===== config.mk =====
export PLATFORM = sky130hd
export DESIGN_NAME = pipe_ctrl
export DESIGN_NICKNAME = d
export VERILOG_FILES = /design/src/rtl/pipe_ctrl_pkg.sv /design/src/rtl/pipe_ctrl.sv
export SDC_FILE = /design/constraint.sdc
export NUM_CORES = 1
export LEC_CHECK = 0
export BUFFER_PORTS_ARGS = -buffer_cell sky130_fd_sc_hd__buf_2
export CELL_PAD_IN_SITES_DETAIL_PLACEMENT = 0
export CELL_PAD_IN_SITES_GLOBAL_PLACEMENT = 1
export CORE_MARGIN = 5
export CORE_UTILIZATION = 34
export DETAILED_ROUTE_END_ITERATION = 6
export PLACE_DENSITY_LB_ADDON = 0.1
export SYNTH_ARGS = -nofsm -noshare
export SYNTH_HDL_FRONTEND = slang
export SYNTH_SLANG_ARGS = --single-unit
export TNS_END_PERCENT = 20

===== constraint.sdc =====
create_clock -name clk -period 2.8 [get_ports clk]
set_input_delay 0.14 -clock clk [delete_from_list [all_inputs] [get_ports clk]]
set_output_delay 0.14 -clock clk [all_outputs]
set_load 0.02 [all_outputs]

===== src/rtl/pipe_ctrl_pkg.sv =====
// Shared definitions for the pipeline control core: FSM state encoding,
// reset/stall polarity constants and performance counter width.
package pipe_ctrl_pkg;

    typedef enum logic [0:0] {
        RUN   = 1'b0,
        FLUSH = 1'b1
    } pipe_state_t;

    localparam logic RESET_ACTIVE = 1'b1;
    localparam logic STALL_HOLD   = 1'b1;

    localparam int unsigned PERF_CNT_W = 32;

endpackage


===== src/rtl/pipe_ctrl.sv =====
// Pipeline stall/flush controller.
// Turns per-stage stall requests into a thermometer hold vector (a stalled
// stage also holds every younger stage below it), issues a one-cycle flush
// pulse with a registered redirect PC, and watches for stalls that never end.
// Optional feature macro PIPE_CTRL_PERF_EN adds stall_cnt / flush_cnt
// performance counters.
module pipe_ctrl
    import pipe_ctrl_pkg::*;
#(
    parameter int unsigned NUM_STAGES = 6,
    parameter int unsigned ADDR_W     = 32,
    parameter int unsigned MAX_STALL  = 255
) (
    input  logic                  clk,
    input  logic                  reset,
    input  logic [NUM_STAGES-1:0] stall_req,
    input  logic                  flush_req,
    input  logic [ADDR_W-1:0]     flush_pc,
    output logic [NUM_STAGES-1:0] stall,
    output logic                  flush,
    output logic [ADDR_W-1:0]     new_pc,
    output logic                  stall_timeout
`ifdef PIPE_CTRL_PERF_EN
    ,
    output logic [PERF_CNT_W-1:0] stall_cnt,
    output logic [PERF_CNT_W-1:0] flush_cnt
`endif
);

    localparam int unsigned      CNT_W   = $clog2(MAX_STALL + 1);
    localparam logic [CNT_W-1:0] CNT_MAX = CNT_W'(MAX_STALL);

    pipe_state_t      state;
    logic [CNT_W-1:0] stall_run;
    logic [CNT_W-1:0] stall_run_nxt;
    logic             stall_any;
    logic             take_flush;

    // Highest requesting stage and everything below it are held.
    function automatic logic [NUM_STAGES-1:0] stall_decode(input logic [NUM_STAGES-1:0] req);
        logic [NUM_STAGES-1:0] hold;
        logic                  seen;
        hold = '0;
        seen = 1'b0;
        for (int i = NUM_STAGES - 1; i >= 0; i--) begin
            if (req[i] == STALL_HOLD) begin
                seen = 1'b1;
            end
            hold[i] = seen;
        end
        return hold;
    endfunction

    // Hold vector follows requests in RUN; forced clear in FLUSH and reset.
    always_comb begin
        stall = '0;
        if ((reset != RESET_ACTIVE) && (state == RUN)) begin
            stall = stall_decode(stall_req);
        end
    end

    // Saturating next value of the consecutive-stall counter and flush accept.
    always_comb begin
        stall_any     = |stall;
        take_flush    = (state == RUN) && flush_req;
        stall_run_nxt = '0;
        if (stall_any) begin
            stall_run_nxt = (stall_run == CNT_MAX) ? stall_run : stall_run + CNT_W'(1);
        end
    end

    // RUN/FLUSH state machine, redirect capture and stall watchdog.
    always_ff @(posedge clk) begin
        if (reset == RESET_ACTIVE) begin
            state         <= RUN;
            flush         <= 1'b0;
            new_pc        <= '0;
            stall_run     <= '0;
            stall_timeout <= 1'b0;
        end else begin
            stall_run <= stall_run_nxt;
            if (stall_run_nxt == CNT_MAX) begin
                stall_timeout <= 1'b1;
            end
            case (state)
                RUN: begin
                    if (take_flush) begin
                        state  <= FLUSH;
                        flush  <= 1'b1;
                        new_pc <= flush_pc;
                    end else begin
                        flush  <= 1'b0;
                    end
                end
                FLUSH: begin
                    state <= RUN;
                    flush <= 1'b0;
                end
                default: begin
                    state <= RUN;
                    flush <= 1'b0;
                end
            endcase
        end
    end

`ifdef PIPE_CTRL_PERF_EN
    // Free-running, wrapping counts of stalled cycles and issued flushes.
    always_ff @(posedge clk) begin
        if (reset == RESET_ACTIVE) begin
            stall_cnt <= '0;
            flush_cnt <= '0;
        end else begin
            if (stall_any) begin
                stall_cnt <= stall_cnt + PERF_CNT_W'(1);
            end
            if (take_flush) begin
                flush_cnt <= flush_cnt + PERF_CNT_W'(1);
            end
        end
    end
`endif

endmodule

======== After elaboration in Yosys (flattened, before gate mapping) ========
Index checks and enable logic that the tools add are counted.
operators by class
  equality and inequality tests ........... 2
  multiplexer cells ....................... 12
  reductions and logical operators ........ 4
  bitwise gates (word level) .............. 2
  $add $sub $neg .......................... 1
operators by type and width
  cell                 number
  $eq 8x8->1 const B   2
  $mux 8               2
  $add 8x1->8 const B  1
  $mux 1               8
  $mux 6               1
  $reduce_or 6->1      1
  $logic_and 1x1->1    2
  $not 1->1            2
  $pmux 1 s2           1
  $reduce_and 2->1     1
word-level totals
  output and inout port bits .............. 40
  bits in registers ....................... 42
  bits of input ports ..................... 41

======== Logic depth before layout (Yosys ltp) ========
Gate-level depths: netlist of run 1.
  depth in word-level cells ............... 12
  depth in mapped cells ................... 7

======== Worst setup path before layout of run 1 ========
Ideal clock, no wire load.
  path kind ............................... reg-to-reg
  from .................................... register stall_run[0]
  to ...................................... register stall_timeout
  data arrival time ....................... 1.750 ns
  data required time ...................... 2.704 ns
  cell stages (with the launch flop) ...... 8
  slack ................................... 0.954 ns
  buffers on the path ..................... 2
  path through ............................ dfxtp_1 > ha_1 > buf_2 > and3_1 > buf_4 > a31oi_1 > or4b_1 > o41ai_2
between the ends
  longest elaborated chain between the ends .. 4
  elaborated cells on any way between the ends .. 5
  those cells by class .................... add/sub: 1; eq/ne: 2; mux: 2
ends and longest elaborated chain
  element                                           RTL line         RTL
  from (decl)                                       pipe_ctrl.sv:34  logic [CNT_W-1:0] stall_run;
  from (signal assigned)                            pipe_ctrl.sv:81  stall_run <= stall_run_nxt;
  $add 8x1->8 / $eq 8x8->1 (equally long branches)  pipe_ctrl.sv:68  stall_run_nxt = (stall_run == CNT_MAX) ? stall_run : stall_run + CNT_W'(1);
  $mux 8 *                                          pipe_ctrl.sv:68
  $mux 8 *                                          pipe_ctrl.sv:67  if (stall_any) begin
  $eq 8x8->1 *                                      pipe_ctrl.sv:82  if (stall_run_nxt == CNT_MAX) begin
  to (signal assigned)                              pipe_ctrl.sv:79  stall_timeout <= 1'b0;
  to (signal assigned)                              pipe_ctrl.sv:83  stall_timeout <= 1'b1;
  to (decl)                                         pipe_ctrl.sv:22  output logic stall_timeout
Mark *: on every way between the ends. The rest lies on a longest branch, timed or not.
A chain may end at the register's enable or synchronous reset.

======== Worst setup path after layout of run 1 ========
  from .................................... register stall_run[1]
  to ...................................... register stall_timeout
Same word-level chain as after synthesis.

==> results.yml, run 1 <==
layout:
  area_delta_synth_final_pct: 30.0
  drive_above_1_share: 0.321
  n_antenna_cell: 0
  final_nets: 331
  register_area_um2: 841
  fillers: 536
  post-route-util: 0.462
  multi_input_area_um2: 773
power:
  p_clk_frac: 0.313
  combPwrFrac: 0.157
  p_leak_nw: 1.01
  vdd_ir_drop_max_mv: 0.313
  swShare: 0.281
  p_switching_mw: 0.342
  internal_power_mw: 0.876
  seq_power_share: 0.530
  pwr_density_cell_nw_per_um2: 551
  totalPowerFinal_mw: 1.22
clocking:
  cts_setup_buffers: 0
  hold_buffers: 0
  cts_sinks: 42
  cts_buffers: 5
  cts_tree: "built"
  h-tree-depth: 2
  cts_resized: 0
  cts_buffer_depth: 2
  cts-root-buf: "clkbuf_8"
  clk_latency_ns: 0.29
  clk_pin_slew_worst_paths_ns: 0.08
die:
  start_util: 0.355
  die_area_um2: 6520
  die_w_um: 80.7
  placement_rows: 25
  pin_count: 81
  core_area_um2: 4790
  die_y_um: 80.7
sta:
  rsz0062_at_grt: "no"
  slew_headroom: 0.531
  finalCritPeriodShare: 0.734
  hold_violations: 0
  final_max_slew_viol_count: 0
  fin_setup_tns_ns: 0
  fmax_mhz: 487
  hold_ws_ns: 0.0796
  fin_crit_ns: 2.05
  report.final.setup_viol: 0
  skew_ns: 0.00465
  layout_setup_ws_ns: 0.745
  worst_slew_pin_slew_ns: 0.704
worst_setup_path:
  max_stage_delay_ns: 0.56
  crit_path_max_fanout: 8
  path_cells: "ha_1, and3_1, a31oi_1, or4b_1, o41ai_2"
  crit_path_top_delay_cell: "or4b_1"
  crit_path_end_kind: "flip-flop"
  reg2reg_depth: 5
  cp.required_ns: 3.00
  crit_type: "flip-flop to flip-flop"
  cp.arrival_ns: 2.25
  cp-start-kind: "flip-flop"
global_routing:
  grt.total_usage: 0.146
  grt.overflow.total: 0
  antenna_found_initial: 0
  grt_pass1_wl_um: 7410
  grt_pass1_vias: 1664
  grt_max_degree: 39
synthesis:
  synth_cell_types: 35
  yosysWarnings: 0
  synthFlopType: "dfxtp_1"
  synthArstFlopShare: 0
  synth_edf_count: 0
  ys_seq_elements: 42
  seq_area_frac_synth: 0.494
  synthTopCellsByArea: "dfxtp_1 49%, nand2_1 15%, a21oi_1 11%"
  synth_top_area_share: 0.494
  synth.avg_cell_area_um2: 7.84
  yosys.area.top_type: "dfxtp_1"
  syn-num-nets: 259
  syn_area_um2: 1700
  synth_cells: 217
place:
  dp_hpwl_um: 3160
  place.gp.congestion: 0.824
  portBuffers: 80
  place_ws_ns: 0.769
status:
  outcome: "finished clean"
run:
  drv_cap: 0
detailed_routing:
  drcViolationCount: 0
  first_iter_violations: 54
  ant_nets: 0
  routed_wl_um: 4450
  viasPerCell: 4.66
  dr.pass1.iters: 4
  post_drt_wl_per_cell_um: 12.5
  vias: 1662
hold_path:
  hp-class: "input pin to flip-flop"
  hold_path_depth: 3
-- power by group through the flow --
stage / clock (mW) / sequential [mW] / combinational [mW]
5_1_grt: 0.432 / 0.651 / 0.214
2_1_floorplan: 0 / 0.692 / 0.0831
3_5_place_dp: 0 / 0.660 / 0.195
6_report: 0.381 / 0.646 / 0.192
4_1_cts: 0.401 / 0.646 / 0.196
3_3_place_gp: 0 / 0.659 / 0.196
-- per-layer routing --
metal,vias up,share of wire,track usage
met5,-,0,0
met4,0,0.0034,0.0507
met3,2,0.090,0.0740
met2,45,0.48,0.238
met1,745,0.42,0.166
li1,870,-,-
-- flip-flops by register name, indices dropped and copies added (netlist names) --
name and cells:
new_pc 32, stall_run 8, stall_timeout 1, state 1
-- layout by cell type (no fill, tap or decap), drive strengths merged, types with 3 or more instances in the layout --
cell    Yosys  layout
buf         4      82
nand2      66      66
dfxtp      42      42
a21oi      38      38
nor2        7       7
nor3        7       7
clkbuf     13       6
nand3       5       5
a31oi       3       3
xnor2       3       3
inv         3       3
-- worst paths after layout --
kind,start,to,slack [ns]
worst max register to register,stall_run[1],stall_timeout,0.75
worst min register to register,new_pc[29],new_pc[29],0.45
worst max-delay path,stall_run[1],stall_timeout,0.75
worst min-delay path,flush_pc[8],new_pc[8],0.08
-- synth_stat cells, drive strengths merged, types with 2 or more instances --
| master | n |
|---|---|
| nor2 | 7 |
| nor3 | 7 |
| a31oi | 3 |
| nand2 | 66 |
| buf | 4 |
| clkbuf | 13 |
| dfxtp | 42 |
| o21ai | 2 |
| inv | 3 |
| a21oi | 38 |
| and3 | 2 |
| nand3 | 5 |
| a211oi | 2 |
| xnor2 | 3 |
| nand2b | 2 |
| nand4 | 2 |
-- cell families after synthesis --
logic type / synth area share
flops: 0.494
xor+xnor: 0.0155
compound gates: 0.180
fa+ha+maj: 0.00736
simple gates: 0.250
buf+inv: 0.0522
-- through the flow --
step                      std cells  cell area, um2
after floorplan                 217            1700
after global placement          349            2120
after detailed placement        349            2120
after CTS                       357            2210
after global routing            357            2210
final                           357            2210
-- layout make-up --
type,instances,share of cell area
clock buffers,6,0.0328
clock inverters,2,0.00623
inverters,3,0.00509
multi-input cells,155,0.350
flip-flops and latches,42,0.380
well taps,67,0.0379
repair buffers,82,0.188
-- critical path, delay by kind of cell, from the launching register on --
kind | cells | cell delay (ns)
simple gates | 2 | 0.86
flops | 1 | 0.45
fa+ha+maj | 1 | 0.35
compound gates | 2 | 0.31
Power figures use the tool's default switching activity.
==> run 2, diff against run 1 <==
--- a/config.mk
+++ b/config.mk
@@ -9,7 +9,7 @@
 export CELL_PAD_IN_SITES_DETAIL_PLACEMENT = 0
 export CELL_PAD_IN_SITES_GLOBAL_PLACEMENT = 1
 export CORE_MARGIN = 5
-export CORE_UTILIZATION = 34
+export CORE_UTILIZATION = 31
 export DETAILED_ROUTE_END_ITERATION = 6
 export PLACE_DENSITY_LB_ADDON = 0.1
 export SYNTH_ARGS = -nofsm -noshare
==> constraint.sdc (replaced) <==
create_clock -name clk -period 2.15 [get_ports clk]
set_input_delay 0.1075 -clock clk [delete_from_list [all_inputs] [get_ports clk]]
set_output_delay 0.1075 -clock clk [all_outputs]
set_load 0.02 [all_outputs]
==> run 2 against run 1 <==
Clock skew up 0.0018 ns; wire length up 2.9%; via count up 2.5%; combinational power increased by 35%; largest cell class unchanged.
==> results.yml, run 2 (synthesized netlist as in run 1, its figures left out) <==
power:
  vdd_ir_drop_max_mv: 0.365
  p_clk_frac: 0.323
  swShare: 0.276
  p_switching_mw: 0.448
  combPwrFrac: 0.159
  seq_power_share: 0.518
  p_leak_nw: 1.03
  pwr_density_cell_nw_per_um2: 720
  internal_power_mw: 1.18
hold_path:
  hold_start: "flush_pc[14]"
  hp-class: "input pin to flip-flop"
  hold_path_depth: 3
clocking:
  h-tree-depth: 2
  cts_buffer_depth: 2
  clk_pin_slew_worst_paths_ns: 0.08
  cts-root-buf: "clkbuf_8"
  cts_buffers: 5
  clk_latency_ns: 0.29
  cts_setup_buffers: 0
  hold_buffers: 0
  cts_sinks: 42
  cts_tree: "built"
  cts_resized: 0
sta:
  fin_crit_ns: 1.88
  final_max_slew_viol_count: 0
  report.final.setup_viol: 0
  hold_violations: 0
  hold_ws_ns: 0.0394
  finalCritPeriodShare: 0.875
  rsz0062_at_grt: "no"
  skew_ns: 0.00647
  fmax_mhz: 532
  slew_headroom: 0.672
  worst_slew_pin_slew_ns: 0.493
  fin_setup_tns_ns: 0
detailed_routing:
  dr.pass1.iters: 4
  routed_wl_um: 4580
  ant_nets: 0
  viasPerCell: 4.67
  first_iter_violations: 85
  vias: 1704
  drcViolationCount: 0
  post_drt_wl_per_cell_um: 12.5
worst_setup_path:
  crit_type: "flip-flop to flip-flop"
  cp.arrival_ns: 2.08
  r2r-end: "stall_timeout"
  path_cells: "ha_1, and3_1, a31oi_1, or4b_1, o41ai_2"
  critical_path.endpoint: "stall_timeout"
  crit_path_end_kind: "flip-flop"
  crit_path_max_fanout: 7
  reg2reg_depth: 5
  crit_path_top_delay_cell: "or4b_1"
  cp-startpoint: "stall_run[0]"
  max_stage_delay_ns: 0.55
  cp-start-kind: "flip-flop"
  rr_startpoint: "stall_run[0]"
  r2r_slack_ns: 0.27
  cp.required_ns: 2.35
die:
  pin_count: 81
  die_area_um2: 7070
  start_util: 0.315
  placement_rows: 27
  core_area_um2: 5410
  die_y_um: 84.1
  die_w_um: 84.1
layout:
  drive_above_1_share: 0.328
  largest_reg_flops: 32
  n_antenna_cell: 0
  area_delta_synth_final_pct: 32.7
  reg_top3: "new_pc: 32 flops, stall_run: 8 flops"
  final_nets: 334
  final_common_cell: "buf_2"
  final_cell_mix: "80 x buf_2, 66 x nand2_1, 42 x dfxtp_1"
  regMostFlops: "new_pc"
global_routing:
  grt_pass1_vias: 1545
  antenna_found_initial: 0
  grt.busiest_layer: "met2"
  grt_max_degree: 25
  globalRouteMet1Util: 0.160
  grt_pass1_wl_um: 7340
  grt_use_met2: 0.196
  grt.total_usage: 0.130
  grt.overflow.total: 0
  grt_util_met3: 0.0622
place:
  place.gp.congestion: 0.771
  portBuffers: 80
  dp_hpwl_um: 3290
status:
  outcome: "finished clean"
run:
  drv_cap: 0
[run 2: cell types whose count changed in the layout (fill, tap and decap cells not counted)]
cell,change
clkinv_4,-1
buf_4,+2
clkbuf_8,+1
buf_12,+1
[run 2: layer usage]
metal	wire [um]	vias to the layer above	part of all wire
met5	0	-	0
met2	2030	59	0.44
li1	-	881	-
met3	420	6	0.092
met1	2050	758	0.45
met4	68	0	0.015
[run 2: metrics by stage]
step	area (um2)	power [mW]	cells	worst slack [ns]	util
3_5_place_dp	2170	1.12	357	0.307	0.401
3_3_place_gp	2170	1.12	357	0.335	0.401
6_report	2260	1.63	365	0.269	0.418
5_1_grt	2260	1.71	365	0.150	0.418
2_1_floorplan	1700	1.01	217	0.304	-
4_1_cts	2260	1.65	365	0.282	0.418
[run 2: area by class of cell]
class	instances	area, um2
well taps	72	90.1
fillers	619	3150
multi-input cells	155	773
clock buffers	7	86.3
clock inverters	1	5.00
inverters	3	11.3
repair buffers	85	450
flip-flops and latches	42	841
[run 2: power by group through the flow]
stage          registers (mW)  clock network, mW  logic [mW]
6_report                0.842              0.525       0.259
5_1_grt                 0.849              0.577       0.287
4_1_cts                 0.842              0.547       0.264
3_5_place_dp            0.860                  0       0.263
3_3_place_gp            0.859                  0       0.264
2_1_floorplan           0.902                  0       0.108
[run 2: critical path, delay by kind of cell, from the launching register on]
kind | cells | cell delay (ns)
adders and majority gates | 1 | 0.20
DFF | 1 | 0.46
and+or+nand+nor | 2 | 0.80
AOI/OAI and AO/OA | 2 | 0.33
[run 2: worst min path at each step]
stage / to / slack (ns)
after floorplan: new_pc[7] / 0.24
after global placement: new_pc[4] / 0.35
after detailed placement: new_pc[2] / 0.35
after CTS: new_pc[31] / 0.03
after global routing: new_pc[6] / 0.03
final: new_pc[14] / 0.04
